<file path="config.mk">
export PLATFORM = sky130hd
export DESIGN_NAME = mac_requant_drain
export DESIGN_NICKNAME = d
export VERILOG_FILES = /design/src/rtl/tpu_requant_pkg.sv /design/src/rtl/requant_fifo.sv /design/src/rtl/mac_requant_drain.sv
export SDC_FILE = /design/constraint.sdc
export NUM_CORES = 2
export LEC_CHECK = 0
export ABC_AREA = 0
export CAP_MARGIN = 5
export CELL_PAD_IN_SITES_DETAIL_PLACEMENT = 0
export CELL_PAD_IN_SITES_GLOBAL_PLACEMENT = 2
export CORE_ASPECT_RATIO = 1.25
export CORE_UTILIZATION = 37
export DETAILED_ROUTE_END_ITERATION = 8
export PLACE_DENSITY_LB_ADDON = 0.05
export SYNTH_ARGS = -nofsm -noshare
export SYNTH_HDL_FRONTEND = slang
export SYNTH_SLANG_ARGS = --single-unit
</file>
<file path="constraint.sdc">
create_clock -name CLK -period 8.3 [get_ports CLK]
set_input_delay 2.49 -clock CLK [delete_from_list [all_inputs] [get_ports CLK]]
set_output_delay 2.49 -clock CLK [all_outputs]
set_load 0.05 [all_outputs]
</file>
<file path="src/rtl/tpu_requant_pkg.sv">
// Shared types and constants for the MAC drain / requantization path.
// Holds datapath widths, clamp limits and the per-dot-product config bundle.
package tpu_requant_pkg;

  localparam int ACC_W  = 48;
  localparam int SUM_W  = 32;
  localparam int PROD_W = 49;

  localparam int INT8_MIN  = -128;
  localparam int INT8_MAX  = 127;
  localparam int INT32_MAX = 2147483647;
  localparam int INT32_MIN = -2147483647 - 1;

  typedef struct packed {
    logic [15:0]       scale;
    logic [5:0]        shift;
    logic signed [7:0] zero_point;
    logic              relu_en;
  } rq_cfg_t;

endpackage

</file>
<file path="src/rtl/requant_fifo.sv">
// Result FIFO with a registered head: entries land in memory, then move
// into out_data/out_valid. Ports: push/push_data in, pop/out_* out, count.
module requant_fifo #(
  parameter int DEPTH = 4
) (
  input  logic                     CLK,
  input  logic                     RSTA,
  input  logic                     push,
  input  logic [7:0]               push_data,
  input  logic                     pop,
  output logic [7:0]               out_data,
  output logic                     out_valid,
  output logic [$clog2(DEPTH):0]   count
);
  import tpu_requant_pkg::*;

  localparam int AW = $clog2(DEPTH);

  logic [7:0]    mem [DEPTH];
  logic [AW-1:0] wr_ptr;
  logic [AW-1:0] rd_ptr;
  logic [AW:0]   mem_cnt;
  logic          take;

  // Head refills whenever it is empty or being consumed.
  assign take  = (mem_cnt != '0) && (!out_valid || pop);
  assign count = mem_cnt + {{AW{1'b0}}, out_valid};

  always_ff @(posedge CLK) begin
    if (push) mem[wr_ptr] <= push_data;
  end

  always_ff @(posedge CLK or posedge RSTA) begin
    if (RSTA) begin
      wr_ptr    <= '0;
      rd_ptr    <= '0;
      mem_cnt   <= '0;
      out_data  <= '0;
      out_valid <= 1'b0;
    end else begin
      if (push) wr_ptr <= wr_ptr + 1'b1;
      if (take) begin
        out_data  <= mem[rd_ptr];
        rd_ptr    <= rd_ptr + 1'b1;
        out_valid <= 1'b1;
      end else if (pop) begin
        out_valid <= 1'b0;
      end
      mem_cnt <= mem_cnt + (AW+1)'(push) - (AW+1)'(take);
    end
  end

endmodule

</file>
<file path="src/rtl/mac_requant_drain.sv">
// Drains the DSP P stream: sums beats per dot product, requantizes to int8.
// Ports: p_* beat handshake in, scale/shift/zero_point/relu_en, out_* FIFO.
module mac_requant_drain #(
  parameter int FIFO_DEPTH = 4,
  parameter int ACC_W      = 48
) (
  input  logic                    CLK,
  input  logic                    RSTA,
  input  logic signed [ACC_W-1:0] p_in,
  input  logic                    p_valid,
  input  logic                    p_last,
  output logic                    p_ready,
  input  logic [15:0]             scale,
  input  logic [5:0]              shift,
  input  logic signed [7:0]       zero_point,
  input  logic                    relu_en,
  output logic signed [7:0]       out_data,
  output logic                    out_valid,
  input  logic                    out_ready,
  output logic                    sat_sticky
);
  import tpu_requant_pkg::*;

  localparam int CW = $clog2(FIFO_DEPTH) + 1;

  logic signed [ACC_W-1:0]  acc;
  logic signed [ACC_W-1:0]  acc_next;
  logic signed [ACC_W-1:0]  s1_sum;
  logic                     first;
  logic                     s1_valid;
  logic                     s2_valid;
  rq_cfg_t                  cfg_in;
  rq_cfg_t                  s1_cfg;
  rq_cfg_t                  s2_cfg;
  logic signed [SUM_W-1:0]  s32;
  logic                     clamp32;
  logic signed [PROD_W-1:0] prod1;
  logic signed [PROD_W-1:0] s2_prod;
  logic signed [PROD_W-1:0] rnd;
  logic signed [PROD_W-1:0] r_add;
  logic signed [PROD_W-1:0] r_shr;
  logic signed [PROD_W-1:0] r_relu;
  logic signed [PROD_W:0]   r_zp;
  logic [7:0]               q8;
  logic                     clamp8;
  logic [CW-1:0]            fifo_count;
  logic [7:0]               fifo_q;
  logic                     p_fire;

  // Credit covers everything between the accept point and the consumer.
  assign p_ready = (int'(fifo_count) + int'(s1_valid) + int'(s2_valid))
                   < FIFO_DEPTH;
  assign p_fire   = p_valid && p_ready;
  assign acc_next = (first ? '0 : acc) + p_in;
  assign cfg_in   = '{scale, shift, zero_point, relu_en};
  assign out_data = $signed(fifo_q);

  always_comb begin
    s32     = s1_sum[SUM_W-1:0];
    clamp32 = 1'b0;
    if (s1_sum > ACC_W'(INT32_MAX)) begin
      s32     = INT32_MAX;
      clamp32 = 1'b1;
    end else if (s1_sum < ACC_W'(INT32_MIN)) begin
      s32     = INT32_MIN;
      clamp32 = 1'b1;
    end
    prod1 = PROD_W'(s32) * PROD_W'($signed({1'b0, s1_cfg.scale}));
  end

  always_comb begin
    rnd = '0;
    if (s2_cfg.shift != '0)
      rnd = PROD_W'(1) << (s2_cfg.shift - 6'd1);
    r_add  = s2_prod + rnd;
    r_shr  = r_add >>> s2_cfg.shift;
    r_relu = (s2_cfg.relu_en && r_shr[PROD_W-1]) ? '0 : r_shr;
    r_zp   = (PROD_W+1)'(r_relu) + (PROD_W+1)'(s2_cfg.zero_point);
    q8     = r_zp[7:0];
    clamp8 = 1'b0;
    if (r_zp > (PROD_W+1)'(INT8_MAX)) begin
      q8     = 8'(INT8_MAX);
      clamp8 = 1'b1;
    end else if (r_zp < (PROD_W+1)'(INT8_MIN)) begin
      q8     = 8'(INT8_MIN);
      clamp8 = 1'b1;
    end
  end

  always_ff @(posedge CLK or posedge RSTA) begin
    if (RSTA) begin
      acc        <= '0;
      first      <= 1'b1;
      s1_valid   <= 1'b0;
      s1_sum     <= '0;
      s1_cfg     <= '0;
      s2_valid   <= 1'b0;
      s2_prod    <= '0;
      s2_cfg     <= '0;
      sat_sticky <= 1'b0;
    end else begin
      s1_valid <= p_fire && p_last;
      s2_valid <= s1_valid;
      if (p_fire) begin
        acc   <= acc_next;
        first <= p_last;
      end
      if (p_fire && p_last) begin
        s1_sum <= acc_next;
        s1_cfg <= cfg_in;
      end
      if (s1_valid) begin
        s2_prod <= prod1;
        s2_cfg  <= s1_cfg;
      end
      if ((s1_valid && clamp32) || (s2_valid && clamp8))
        sat_sticky <= 1'b1;
    end
  end

  requant_fifo #(
    .DEPTH (FIFO_DEPTH)
  ) u_fifo (
    .CLK       (CLK),
    .RSTA      (RSTA),
    .push      (s2_valid),
    .push_data (q8),
    .pop       (out_ready),
    .out_data  (fifo_q),
    .out_valid (out_valid),
    .count     (fifo_count)
  );

endmodule
</file>
# Word-level counts from Yosys, hierarchy flattened

Memories as Yosys holds them, arrays and structs flattened. A register that Yosys moved wholly into a read port is not among the register bits.
Index checks and enable logic that the tools add are counted.
W data, S select, Z words.

$mul: 1
Muxes and demuxes: 15
Reductions and logical operators: 12
Shift-type cells: 2
Order comparisons: 5
Add/sub/neg operators: 11

Operator list:

| kind                   | count |
|---|---|
| $mux W49               | 2 |
| $mux W32               | 2 |
| $add A49 B8 Y50        | 1 |
| $gt A50 B8 Y1 const B  | 1 |
| $lt A50 B8 Y1 const B  | 1 |
| $add A49 B49 Y49       | 1 |
| $mul A32 B17 Y49       | 1 |
| $shl A1 B6 Y49 const A | 1 |
| $sshr A49 B6 Y49       | 1 |
| $add A48 B48 Y48       | 1 |
| $gt A48 B32 Y1 const B | 1 |
| $lt A48 B32 Y1 const B | 1 |
| $mux W48               | 1 |
| $mux W8                | 2 |
| $mux W1                | 8 |
| $add A3 B1 Y3          | 2 |
| $logic_and A1 B1 Y1    | 6 |
| $reduce_bool A6 Y1     | 1 |
| $sub A6 B1 Y6 const B  | 1 |
| $add A4 B1 Y5          | 1 |
| $lt A5 B3 Y1 const B   | 1 |
| $add A2 B1 Y2 const B  | 2 |
| $add A3 B1 Y4          | 1 |
| $reduce_bool A3 Y1     | 1 |
| other kinds (4)        | 5 |

Register bits after elaboration: 203
Word-level logic and storage cells: 65
Memories: 1
Output and inout port bits: 11
Input bits: 84
Memory bits (writable): 32

Memory list:

| name       | depth | bits a word | rd ports | clocked after memory_dff | write ports | RTL line           | text |
|---|---|---|---|---|---|---|---|
| u_fifo.mem | 4     | 8           | 1        | 1                        | 1           | requant_fifo.sv:19 | `logic [7:0] mem [DEPTH];` |

# Depth between registers and ports, before layout

Depth in word-level cells: 13
Mapped depth: 37
Mapped depth without buffers: 32

# By module

Synthesis repeated with hierarchy kept, for this count alone.

Cells, all modules: 4818
Area total of the unflattened synthesis: 40759.1 µm²

Modules (own cells, without submodules):

| module            | instances | area an instance (µm²) | cells each | sequential area each (µm²) |
|---|---|---|---|---|
| mac_requant_drain | 1         | 38799.7                | 4718       | 4880.9 |
| requant_fifo      | 1         | 1959.4                 | 100        | 1361.3 |

# Worst setup path before layout

No wires, ideal clock.

Kind: register -> register
From: register s2_cfg[10] (netlist bit)
To: memory u_fifo.mem[0][0] (data pin)
Required time: 8.036 ns
Library setup time: 0.264 ns
Buffers on the path: 4
Path slack: 0.135 ns
Arrival time: 7.901 ns
Clock period less this slack: 8.165 ns
Cell stages (with the launch flop): 34
Cell sequence: dfrtp_1 > clkbuf_1 > inv_1 > clkbuf_1 > clkbuf_1 > nand2_1 > clkbuf_1 > nor3_1 > ha_1 > o21a_1 > o31a_1 > a32oi_2 > a31oi_1 > a311o_1 > a31o_2 > xnor2_1 > a222oi_1 > mux2i_1 > o21ai_0 > a211oi_1 > ha_1 > fa_1 > a211o_1 > a211o_1 > nand3_2 > a211oi_4 > or4_1 > and4_4 > a2111o_1 > nor4_2 > nand4_1 > nor3_2 > nor2_2 > o21a_1

Cells in the longest elaborated chain, start to end: 11
Elaborated cells on any way between the ends: 13
Classes of those cells: add/sub (3); order compare (2); shift (2); mux (4); reduce/logical (2)

Ends and longest elaborated chain:

| element                | RTL line                 | text |
|---|---|---|
| from (decl)            | mac_requant_drain.sv:34  | `rq_cfg_t s2_cfg;` |
| from (signal assigned) | mac_requant_drain.sv:114 | `s2_cfg <= s1_cfg;` |
| $sub A6 B1 Y6          | mac_requant_drain.sv:74  | `rnd = PROD_W'(1) << (s2_cfg.shift - 6'd1);` |
| $shl A1 B6 Y49         | mac_requant_drain.sv:74  |  |
| $mux W49               | mac_requant_drain.sv:73  | `if (s2_cfg.shift != '0)` |
| $add A49 B49 Y49       | mac_requant_drain.sv:75  | `r_add = s2_prod + rnd;` |
| $sshr A49 B6 Y49 (*)   | mac_requant_drain.sv:76  | `r_shr = r_add >>> s2_cfg.shift;` |
| $logic_and A1 B1 Y1    | mac_requant_drain.sv:77  | `r_relu = (s2_cfg.relu_en && r_shr[PROD_W-1]) ? '0 : r_shr;` |
| $mux W49 (*)           | mac_requant_drain.sv:77  |  |
| $add A49 B8 Y50 (*)    | mac_requant_drain.sv:78  | `r_zp = (PROD_W+1)'(r_relu) + (PROD_W+1)'(s2_cfg.zero_point);` |
| $lt A50 B8 Y1          | mac_requant_drain.sv:84  | `end else if (r_zp < (PROD_W+1)'(INT8_MIN)) begin` |
| $mux W8                | mac_requant_drain.sv:84  |  |
| $mux W8 (*)            | mac_requant_drain.sv:81  | `if (r_zp > (PROD_W+1)'(INT8_MAX)) begin` |
| via q8[0]              | mac_requant_drain.sv:44  | `logic [7:0] q8;` |
| to (decl)              | requant_fifo.sv:19       |  |

The timed path passes the listed nets; every way through them passes the cells marked *.

# Worst setup path in the final report

From: register s2_cfg[9] (netlist bit)
To: memory u_fifo.mem[2][0] (data pin)

Same word-level chain as after synthesis.

==> flow_metrics.env <==
export IMPL_crit_top_cell="buf_4"
export IMPL_dr_pass1_iters=5
export IMPL_final_cells=6948
export IMPL_final_common_cell="buf_4"
export IMPL_crit_type="register to register"
export IMPL_crit_path_start_kind="register"
export IMPL_grt_max_degree=105
export IMPL_rows=135
export IMPL_drt_total_wl_mm=140
export IMPL_clock_latency_ps=650
export IMPL_fp_coreArea_mm2=0.108
export IMPL_placed_area_mm2=0.0482
export IMPL_io_buffers=94
export IMPL_drc=0
export IMPL_die_w_um=298
export IMPL_worstRegToRegCells=37
export IMPL_cap_viol_max_count=0
export IMPL_grt_util_met1_pct=29.3
export IMPL_synth_edf_count=32
export IMPL_start_util_pct=37.4
export IMPL_htree_num_levels=1
export IMPL_nets=6333
export IMPL_track_usage_pct=25.4
export IMPL_design_area_mm2=0.0515
export IMPL_hold_viol=0
export IMPL_endpoint_kind="register"
export IMPL_yosysUniqueCellTypes=106
export IMPL_cts_buffers=30
export IMPL_hold_start="acc[0]"
export IMPL_max_slew_margin_pct=38.4
export IMPL_cp_max_fo=8
export IMPL_dp_hpwl_mm=117
export IMPL_maxSlewViolCount=0
export IMPL_drt_iter0_drc=1405
export IMPL_cpPeakStageDelay_ps=540
export IMPL_clockBufferDepth=3
export IMPL_syn_mean_instance_area_um2=8.44
export IMPL_min_path_cells=2
export IMPL_dpl_cell_count=6839
export IMPL_clock_sinks=243
export IMPL_synth_fp_nets=5648
export IMPL_grt_overflow_total=0
export IMPL_finalCriticalPeriod_ps=8110
export IMPL_cts_hold_buffers_added=0
export IMPL_grt_pass1_vias=38618
export IMPL_worst_slew_pin_slew_ps=923
export IMPL_r2r_start="s2_cfg[9]"
export IMPL_grt_first_pass_wirelength_mm=220
export IMPL_grtUsageMet2_pct=49.1
export IMPL_crit_slowest_cell="or4_1"
export IMPL_vias=36219
export IMPL_worstPathRequired_ps=8690
export IMPL_cts_tree="built"
export IMPL_use_met3_pct=1.47
export IMPL_ys_ff_latch=243
export IMPL_dieArea_mm2=0.111
export IMPL_min_to="acc[0]"
export IMPL_top_usage_layer="met2"
export IMPL_syn_instance_count=4801
export IMPL_yosysWarnings=0
export IMPL_finalWeightedCongestion=0.949
export IMPL_antennaDiodeCount=0
export IMPL_max_freq_ghz=0.123
export IMPL_wl_per_cell_um=20.2
export IMPL_rsz0062_at_grt="yes"
export IMPL_fin_setup_tns_ps=0
export IMPL_synth_flop_cell="dfrtp_1"
export IMPL_vias_per_cell=5.21
export IMPL_yosysSeqAreaShare_pct=15.4
export IMPL_final_setup_viol_count=0
export IMPL_antenna_found_initial=0
export IMPL_layout_common_cells="778 x buf_4, 696 x nand2_1, 600 x inv_1"
export IMPL_hold_class="register to register"
export IMPL_cts_root_buffer="clkbuf_16"
export IMPL_final_layout_size_suffix_gt1_share_pct=23.1
export IMPL_die_h_um=372
export IMPL_ff2ff_setup_slack_ps=190
export IMPL_clk_pin_slew_worst_paths_ps=70
export IMPL_async_flop_share_pct=86.8
export IMPL_area_growth_pct=27.0
export IMPL_status="complete, no violations"
export IMPL_worst_slack_ps=194
export IMPL_clock_skew_ps=47.5
export IMPL_r2r_end="u_fifo.mem[2][0]"
export IMPL_io_pins=95
export IMPL_period_share_pct=97.7
export IMPL_synthesis_area_mm2=0.0405
export IMPL_ant_nets=0
export IMPL_critPathArrivalTime_ps=8500
export IMPL_dpl_worst_slack_ps=-769
routing by layer:
layer  vias up  share of wire (%)  wire length [um]
li1      17485                  -                 -
met1     17965                 40             56000
met2       553                 54             75100
met3       216                2.1              3000
met4         0                4.2              5950
met5         -                  0                 0
cells in the mapped netlist (49+ instances only):
master,count,area share [%]
nand2_1,719,6.7
inv_1,606,5.6
fa_1,493,24
ha_1,270,8.3
a21oi_1,242,3.0
o21ai_0,224,2.8
clkbuf_1,220,2.0
nor2_1,219,2.0
and2_1,211,3.3
dfrtp_1,210,13
a21o_1,130,2.4
xnor2_1,97,2.1
nor3_1,80,0.99
mux2_2,72,2.0
xor2_1,69,1.5
mux2i_1,63,1.6
o21a_1,60,1.1
nor2b_1,59,0.91
nand3_1,51,0.63
nand4_1,51,0.79
a211oi_1,49,0.91
stage by stage:
stage,hold slack (ps),utilization (%)
6_report,468,47.5
5_1_grt,487,47.5
4_1_cts,472,46.0
3_5_place_dp,455,44.4
3_3_place_gp,451,44.4
2_1_floorplan,352,-
cell families after synthesis:
group	synth area share, %
AO/OA/AOI/OAI	17.2
flip-flops	15.4
XOR/XNOR	3.63
multiplexers	4.78
adder cells (fa/ha/maj)	32.7
AND/OR/NAND/NOR	18.2
buffers and inverters	8.07
sequential cells by signal, indices dropped and copies added (netlist names):
name              flops
acc                  48
first                 1
s1_cfg               31
s1_sum               48
s1_valid              1
s2_cfg               15
s2_prod              49
s2_valid              1
sat_sticky            1
u_fifo.mem           32
u_fifo.mem_cnt        3
u_fifo.out_data       8
u_fifo.out_valid      1
u_fifo.rd_ptr         2
u_fifo.wr_ptr         2
repair_timing:
action                                  CTS  global route
cloned                                    0             1
endpoints found under the setup margin   29            39
setup buffers                            19            35
pin swaps                                38           132
gates resized for setup                  99           271
cell type report:
class                      instances  area, um^2
clock buffer                      33         762
clock inverter                    23         256
fill                           10985       57000
inverter                         609        2300
multi-input combinational       3693       32700
sequential                       243        6250
tap                             1438        1800
timing repair buffer             909        7370
worst max-delay path by stage:
stage	startpoint	end	slack [ps]	cells after the start
final	s2_cfg[9]	u_fifo.mem[2][0]	190	37
after global routing	s2_cfg[10]	u_fifo.mem[0][2]	-50	40
after CTS	s2_cfg[9]	u_fifo.mem[0][1]	2	38
after detailed placement	s2_cfg[9]	u_fifo.mem[0][0]	-770	36
after global placement	s2_cfg[9]	u_fifo.mem[2][0]	-760	36
after floorplan	RSTA	acc[0]	50	1
critical path: cells and delay by family (launching register included):
kind | cells | cell delay, ps
multiplexers | 1 | 220
XOR/XNOR | 2 | 270
AND/OR/NAND/NOR | 14 | 2740
flip-flops | 1 | 460
buffers and inverters | 8 | 1430
AO/OA/AOI/OAI | 10 | 2030
adder cells (fa/ha/maj) | 2 | 690
Power is not shown: default switching activity piles up to over one toggle a cycle in this logic, so the estimate is an artifact.
